**src/rtl/alu_pipe_unit.sv**
```systemverilog
// Pipelined integer functional unit: issue handshake in, result+tag out for CDB broadcast.
// Bubbles collapse; a flush or reset empties the pipe, and empty stages always hold zeros.
module alu_pipe_unit #(
  parameter  int WIDTH   = 32,
  parameter  int TAG_W   = 5,
  parameter  int LATENCY = 2,
  localparam int OCC_W   = $clog2(LATENCY + 1)
) (
  input  logic             clk,
  input  logic             RST,
  input  logic             in_valid,
  output logic             in_ready,
  input  logic [2:0]       in_op,
  input  logic [WIDTH-1:0] in_a,
  input  logic [WIDTH-1:0] in_b,
  input  logic [TAG_W-1:0] in_tag,
  input  logic             flush,
  output logic             out_valid,
  input  logic             out_ready,
  output logic [WIDTH-1:0] out_result,
  output logic [TAG_W-1:0] out_tag,
  output logic [OCC_W-1:0] occupancy
);

  localparam logic [2:0] OP_ADD  = 3'd0;
  localparam logic [2:0] OP_SUB  = 3'd1;
  localparam logic [2:0] OP_AND  = 3'd2;
  localparam logic [2:0] OP_OR   = 3'd3;
  localparam logic [2:0] OP_XOR  = 3'd4;
  localparam logic [2:0] OP_SLT  = 3'd5;
  localparam logic [2:0] OP_SLTU = 3'd6;
  localparam logic [2:0] OP_SEQ  = 3'd7;

  logic [LATENCY-1:0] vld_q;
  logic [WIDTH-1:0]   res_q [LATENCY];
  logic [TAG_W-1:0]   tag_q [LATENCY];
  logic [LATENCY-1:0] space;
  logic [WIDTH-1:0]   alu_res;
  logic [OCC_W-1:0]   occ_sum;
  logic               accept;

  always_comb begin
    alu_res = '0;
    case (in_op)
      OP_ADD:  alu_res = in_a + in_b;
      OP_SUB:  alu_res = in_a - in_b;
      OP_AND:  alu_res = in_a & in_b;
      OP_OR:   alu_res = in_a | in_b;
      OP_XOR:  alu_res = in_a ^ in_b;
      OP_SLT:  alu_res = {{(WIDTH-1){1'b0}}, ($signed(in_a) < $signed(in_b))};
      OP_SLTU: alu_res = {{(WIDTH-1){1'b0}}, (in_a < in_b)};
      OP_SEQ:  alu_res = {{(WIDTH-1){1'b0}}, (in_a == in_b)};
      default: alu_res = '0;
    endcase
  end

  // A stage can take new data if the output drains this cycle or any stage at or
  // downstream of it is empty (the bubble absorbs the shift). Closed form avoids a
  // bit-to-bit combinational chain.
  for (genvar g = 0; g < LATENCY; g++) begin : g_space
    assign space[g] = out_ready || !(&vld_q[LATENCY-1:g]);
  end

  assign in_ready = !RST && !flush && space[0];
  assign accept   = in_valid && in_ready;

  always_ff @(posedge clk or posedge RST) begin
    if (RST) begin
      vld_q <= '0;
      for (int i = 0; i < LATENCY; i++) begin
        res_q[i] <= '0;
        tag_q[i] <= '0;
      end
    end else if (flush) begin
      vld_q <= '0;
      for (int i = 0; i < LATENCY; i++) begin
        res_q[i] <= '0;
        tag_q[i] <= '0;
      end
    end else begin
      if (space[0]) begin
        vld_q[0] <= accept;
        res_q[0] <= accept ? alu_res : '0;
        tag_q[0] <= accept ? in_tag  : '0;
      end
      // Empty stages carry zeros, so a plain copy keeps that invariant.
      for (int i = 1; i < LATENCY; i++) begin
        if (space[i]) begin
          vld_q[i] <= vld_q[i-1];
          res_q[i] <= res_q[i-1];
          tag_q[i] <= tag_q[i-1];
        end
      end
    end
  end

  always_comb begin
    occ_sum = '0;
    for (int i = 0; i < LATENCY; i++) occ_sum = occ_sum + OCC_W'(vld_q[i]);
  end

  assign occupancy  = occ_sum;
  assign out_valid  = vld_q[LATENCY-1];
  assign out_result = res_q[LATENCY-1];
  assign out_tag    = tag_q[LATENCY-1];

endmodule

```
**config.mk**
```make
export PLATFORM = sky130hd
export DESIGN_NAME = alu_pipe_unit
export DESIGN_NICKNAME = d
export VERILOG_FILES = /design/src/rtl/alu_pipe_unit.sv
export SDC_FILE = /design/constraint.sdc
export NUM_CORES = 1
export LEC_CHECK = 0
export CAP_MARGIN = 20
export CORE_MARGIN = 4
export CORE_UTILIZATION = 61
export DETAILED_ROUTE_END_ITERATION = 12
export GPL_TIMING_DRIVEN = 0
export PLACE_DENSITY = 0.95
export SLEW_MARGIN = 20
export SYNTH_ARGS = -nofsm -noshare
export SYNTH_HDL_FRONTEND = slang
export SYNTH_SLANG_ARGS = --single-unit
```
**constraint.sdc**
```tcl
create_clock -name clk -period 3.9 [get_ports clk]
set_input_delay 0.585 -clock clk [delete_from_list [all_inputs] [get_ports clk]]
set_output_delay 0.585 -clock clk [all_outputs]
set_load 0.02 [all_outputs]
```
==> run summary, run 1 <==
Port-buffer cells: 116
Fin nets: 1428
Placed insts: 1415
Fmax: 260 MHz
R2R Path End: res_q[41]
Synth Area in Simple Gates: 0.159
Die Ht: 124 um
R2R Setup Slk: 0.61 ns
Sink Count: 76
Yosys warns: 0
Seq/Total Area, Yosys: 0.230
Largest family of logic cells by synthesized area: compound AO/OA/AOI/OAI gates
Largest net degree at the start of global routing: 59
Clk Latency, worst-skew pair: 0.34 ns
Setup crit start: in_a[4]
Buffer and inverter count on the worst path: 3
Via-to-Cell Ratio: 6.43
Post-synthesis compound-gate area fraction: 0.289
Tmin final: 3.85 ns
Most frequent cells in the layout: a21oi_1, nand2_1, inv_1
Detailed placement HPWL: 22600 um
Clock transition at path regs: 0.06 ns
Setup CP Type: in2reg
Syn nets: 1298
Post-Layout Cell Count: 1433
Final antenna-violating net count: 0
Hold Vio Cnt, Final: 0
Synth Area in XOR/XNOR: 0.0413
Pwr/cell area: 267 mW/mm^2
CP peak stage delay: 0.51 ns
Post-Syn Area: 0.00827 sq mm
Setup crit end kind: flip-flop
Worst setup margin: 0.0526 ns
Final core occ: 0.762
Initial antenna violation count: 1
Placement Setup Slack: -0.341 ns
Total core area: 0.0132 sq mm
Via count: 9209
WL/cell: 21.0 um
Worst flop-to-flop path startpoint: vld_q[1]
CP startpoint kind: input pin
Critical hold path startpoint: res_q[51]
Worst slew pin tran: 0.930 ns
Total Routing Usage GR: 0.370
H-tree depth: 3
Worst min-delay path endpoint: res_q[51]
Rows: 42
Multiplexer share of the synthesized area: 0.00499
RSZ-0062 raised after global routing: yes
Crit path cell chain: clkdlybuf4s50_1 > inv_1 > ha_1 > buf_2 > nor3_1 > o21ai_1 > and3_1 > o221a_2 > nor2_1 > a21oi_2 > o21ai_0 > xnor2_1 > a21oi_1 > o31ai_1
Layout area overhead: 22.0%
Worst Path Max Fanout: 10
Number of synthesized register bits: 76
Bufs on Longest Clock Path: 2
Commonest non-fill, non-tap cell in the layout: a21oi_1
Slew Limit Fails: 0
Post-Synth Adder-Cell Area: 0.152
Post-synth EDFFs: 0
Rel. slew slack: 0.377
# DRC: 0
I/O pins: 118
Drt pass-1 iters: 7
RD Place Congestion: 1.02
Top FF cell, synth: dfrtp_1
Pleak: 4.53 nW
Die Footprint: 0.0155 sq mm
Levels on crit path: 14
Peak VDD IR: 0.236 mV
Part of the cycle the worst path needs: 0.987
Final wirelength: 30200 um
Proportion of layout cells with a drive suffix above 1: 0.0827
Remaining global-route overflow: 0
Initial Util: 0.625
Global-route wire length before repair: 46300 um
Worst EP arrival: 4.08 ns
Mapped Cells: 1122
Setup Viol. Count Final: 0
Distinct cells, synth: 73
Worst Path Required: 4.14 ns
Delay-heaviest family, CP: compound AO/OA/AOI/OAI gates
HP Class: reg2reg
Status: finished, final reports clean
CTS tree: yes
Synthesized area per cell: 7.37 sq um
Antenna diodes: 0
Worst Reg-to-Reg Cells: 8
DRT iter0 DRCs: 1201
Die width: 124 um
Vias in the first global route: 8589
Setup Skew: 0.00483 ns
Hold Path Cell Cnt: 2
CP max stage cell: clkdlybuf4s50_1
TritonCTS buffer count: 9
Root Buffer: clkbuf_16
FFs w/ async S/R, synth: 1.00
Max Cap Viol: 0
-- synth_stat cells, types with 11 or more instances --
cell      number  area share
o21ai_0       67       0.041
nand2_1      145       0.066
inv_1        118       0.054
buf_2         11      0.0067
nor3_1        19       0.011
xnor2_1       36       0.038
nor2_1        61       0.028
nand3_1       12      0.0073
o21bai_1      13       0.012
dfrtp_1       76        0.23
a21oi_1      170        0.10
o22ai_1       29       0.022
buf_4         40       0.036
clkbuf_1      48       0.022
ha_1          97        0.15
-- worst max path at each step --
stage,to,slack [ns]
2_1_floorplan,res_q[60],0.68
3_3_place_gp,res_q[53],-0.35
3_5_place_dp,res_q[53],-0.34
4_1_cts,res_q[62],0.04
5_1_grt,res_q[63],-0.05
6_report,res_q[56],0.05
-- power by group --
part           internal, mW  leakage (nW)  switching, mW
Sequential            0.807          1.05         0.0140
Clock                 0.494         0.131          0.336
Combinational         0.403          3.35          0.641
-- routing by layer --
metal | share of wire | global-route usage | vias up
li1 | - | - | 4113
met1 | 0.40 | 0.501 | 4293
met2 | 0.46 | 0.606 | 701
met3 | 0.11 | 0.0463 | 100
met4 | 0.037 | 0.137 | 2
met5 | 0.00043 | 0 | -
-- through the flow --
step                      cell area, sq um  hold WS (ns)  power, mW  TNS (ns)
after floorplan                       8270         0.439       1.47         0
after global placement                9650         0.454       1.79     -2.75
after detailed placement              9690         0.464       1.81     -2.67
after CTS                             9990         0.477       2.62         0
after global routing                 10100         0.483       2.79    -0.107
final                                10100         0.481       2.70         0
-- repair_timing --
| item | 4_1_cts | 5_1_grt |
|---|---|---|
| pin swaps | 0 | 3 |
| hold buffers | 0 | 0 |
| hold endpoints to repair | 0 | 0 |
| setup buffers | 0 | 3 |
| gates resized for setup | 1 | 14 |
| setup endpoints to repair | 1 | 9 |
-- kinds of logic after synthesis --
| family | after synthesis |
|---|---|
| AND/OR/NAND/NOR | 293 |
| XOR/XNOR | 39 |
| multiplexers | 4 |
| adder cells (fa/ha/maj) | 99 |
| flip-flops | 76 |
| buffers and inverters | 230 |
| AO/OA/AOI/OAI | 381 |
-- area by class of cell --
class / instances / area, sq um
fillers: 992 / 3150
inverters: 120 / 453
clock buffers: 10 / 229
well taps: 176 / 220
plain buffers: 109 / 581
flip-flops and latches: 76 / 1900
multi-input cells: 816 / 5430
repair buffers: 120 / 1210
clock inverters: 6 / 65.1
-- state kept, by name, indices dropped and copies added, names as in the netlist --
signal and flops:
out_result 32, out_tag 5, res_q 32, tag_q 5
vld_q 2
-- worst min-delay path, delay by kind of cell, from the launching register on --
family | cells | cell delay [ns]
flops | 1 | 0.34
simple gates | 2 | 0.10
Note: power is estimated with default switching activity, not from simulation.
==> run 2: changes to the inputs <==
--- a/config.mk
+++ b/config.mk
@@ -7,10 +7,12 @@
 export LEC_CHECK = 0
 export CAP_MARGIN = 20
 export CORE_MARGIN = 4
-export CORE_UTILIZATION = 61
+export CORE_UTILIZATION = 64
 export DETAILED_ROUTE_END_ITERATION = 12
+export DONT_BUFFER_PORTS = 1
 export GPL_TIMING_DRIVEN = 0
-export PLACE_DENSITY = 0.95
+export PLACE_DENSITY = 0.91
+export RECOVER_POWER = 50
 export SLEW_MARGIN = 20
 export SYNTH_ARGS = -nofsm -noshare
 export SYNTH_HDL_FRONTEND = slang
==> run summary, run 2 (same netlist as run 1, synthesis figures left out) <==
CP startpoint kind: input pin (unchanged)
Die Footprint: 0.0148 sq mm (was 0.0155 sq mm)
Setup crit end kind: flip-flop (unchanged)
CTS resizes: 0 (was 1)
Total core area: 0.0126 sq mm (was 0.0132 sq mm)
Slew Limit Fails: 53 (was 0)
Power Total: 2.58 mW (was 2.70 mW)
Clk Latency, worst-skew pair: 0.33 ns (was 0.34 ns)
Worst Path Max Fanout: 5 (was 10)
Detailed placement HPWL: 20500 um (was 22600 um)
Drt pass-1 iters: 6 (was 7)
Worst EP arrival: 3.91 ns (was 4.08 ns)
Antenna diodes: 0 (unchanged)
Setup Skew: 0.00335 ns (was 0.00483 ns)
Remaining global-route overflow: 0 (unchanged)
Setup CP Type: in2reg (unchanged)
CTS tree: yes (unchanged)
# fillers: 1102 (was 992)
I/O pins: 118 (unchanged)
HP Class: in2async (was reg2reg)
Worst slew pin tran: 2.24 ns (was 0.930 ns)
Via-to-Cell Ratio: 6.44 (was 6.43)
Pwr/cell area: 295 mW/mm^2 (was 267 mW/mm^2)
RSZ-0062 raised after global routing: no (was yes)
Die Ht: 122 um (was 124 um)
Total Routing Usage GR: 0.350 (was 0.370)
Proportion of layout cells with a drive suffix above 1: 0.0641 (was 0.0827)
Failing checks: max-capacitance violations, max-slew violations
Global-route wire length before repair: 40700 um (was 46300 um)
CP max stage cell: a21oi_1 (was clkdlybuf4s50_1)
Final antenna-violating net count: 0 (unchanged)
CP peak stage delay: 0.65 ns (was 0.51 ns)
Status: complete, but fails checks (was finished, final reports clean)
Setup Viol. Count Final: 0 (unchanged)
TritonCTS buffer count: 9 (unchanged)
Die width: 122 um (was 124 um)
Setup TNS: 0 ns (unchanged)
Fin nets: 1310 (was 1428)
Worst flop-to-flop path startpoint: vld_q[1] (unchanged)
# DRC: 0 (unchanged)
Hold Vio Cnt, Final: 0 (unchanged)
Setup crit start: in_a[0] (was in_a[4])
Buffer and inverter count on the worst path: 2 (was 3)
Worst Path Required: 4.17 ns (was 4.14 ns)
RD Place Congestion: 1.02 (about the same)
Part of the cycle the worst path needs: 0.934 (was 0.987)
DRT iter0 DRCs: 949 (was 1201)
Multi-input gate area: 0.00534 sq mm (was 0.00543 sq mm)
Largest net degree at the start of global routing: 53 (was 59)
Clock transition at path regs: 0.06 ns (about the same)
Post-CTS Setup Bufs: 0 (unchanged)
Initial Util: 0.656 (was 0.625)
Tmin final: 3.64 ns (was 3.85 ns)
Commonest non-fill, non-tap cell in the layout: a21oi_1 (unchanged)
Levels on crit path: 14 (unchanged)
Most frequent cells in the layout: a21oi_1, nand2_1, inv_1 (unchanged)
H-tree depth: 3 (unchanged)
Rel. slew slack: -0.493 (was 0.377)
Initial antenna violation count: 0 (was 1)
Pleak: 4.00 nW (was 4.53 nW)
Port-buffer cells: 0 (was 116)
Bufs on Longest Clock Path: 2 (unchanged)
Max Cap Viol: 1 (was 0)
WL/cell: 19.8 um (was 21.0 um)
Peak VDD IR: 0.265 mV (was 0.236 mV)
Root Buffer: clkbuf_16 (unchanged)
Rows: 41 (was 42)
Sequential Area: 0.00190 sq mm (unchanged)
Worst Reg-to-Reg Cells: 8 (unchanged)
Crit path cell chain: inv_1 > ha_1 > inv_1 > fa_1 > nor2b_1 > o21ai_1 > and3_1 > o221a_2 > nor2_1 > a21oi_1 > o21ai_0 > a2111oi_0 > o21ai_0 > nand3_1 (was clkdlybuf4s50_1 > inv_1 > ha_1 > buf_2 > nor3_1 > o21ai_1 > and3_1 > o221a_2 > nor2_1 > a21oi_2 > o21ai_0 > xnor2_1 > a21oi_1 > o31ai_1)
Final wirelength: 26000 um (was 30200 um)
Fmax: 275 MHz (was 260 MHz)
Delay-heaviest family, CP: compound AO/OA/AOI/OAI gates (unchanged)
Hold Buf Count CTS: 0 (unchanged)
Via count: 8441 (was 9209)
Vias in the first global route: 7890 (was 8589)
Sink Count: 76 (unchanged)
Layout area overhead: 5.78% (was 22.0%)
## run 2: cell count changes in the layout (fill, tap and decap cells not counted), sizes merged
cell           previous run  this run
buf                      66        43
bufinv                    1         2
clkbuf                   57        78
clkdlybuf4s25             0         1
clkdlybuf4s50           116         0
clkinv                    2         4
clkinvlp                  4         1
inv                     119       118
## run 2: through the flow
stage          cells  instance area [sq um]  utilization  worst slack, ns  hold slack (ns)
5_1_grt         1311                   8750        0.693           0.0907            0.380
6_report        1311                   8750        0.693            0.259            0.313
4_1_cts         1311                   8840        0.701            0.381           0.0924
3_3_place_gp    1294                   8490        0.673            0.101            0.452
3_5_place_dp    1295                   8520        0.675           0.0609            0.447
2_1_floorplan   1122                   8270            -            0.679            0.439
## run 2: area by class of cell
type / count / share of cell area
buffer: 110 / 0.0586
timing repair buffer: 1 / 0.00114
inverter: 120 / 0.0516
multi-input combinational: 816 / 0.610
clock inverter: 5 / 0.00858
sequential: 76 / 0.217
clock buffer: 11 / 0.0277
tap: 172 / 0.0246
## run 2: worst paths after layout
kind / slack, ns / end
hold / removal: 0.31 / out_result[11]
setup reg to reg: 0.37 / res_q[46]
min in group clk: 0.39 / tag_q[7]
setup / recovery: 0.26 / res_q[32]
hold reg to reg: 0.48 / res_q[51]
max in group asynchronous: 0.78 / res_q[36]
## run 2: metal layers
layer  track usage  vias up  wire, um  share of wire
met3        0.0817       73      3040           0.12
met1         0.463     3973     10400           0.40
li1              -     3865         -              -
met4         0.127        0       875          0.034
met5             0        -         0              0
met2         0.561      530     11700           0.45
## run 2: power breakdown
part	leakage [nW]	total (mW)	internal (mW)	switching (mW)
combinational	2.79	0.889	0.310	0.579
clock	0.159	0.873	0.573	0.300
sequential	1.05	0.820	0.808	0.0123
total	4.00	2.58	1.69	0.891
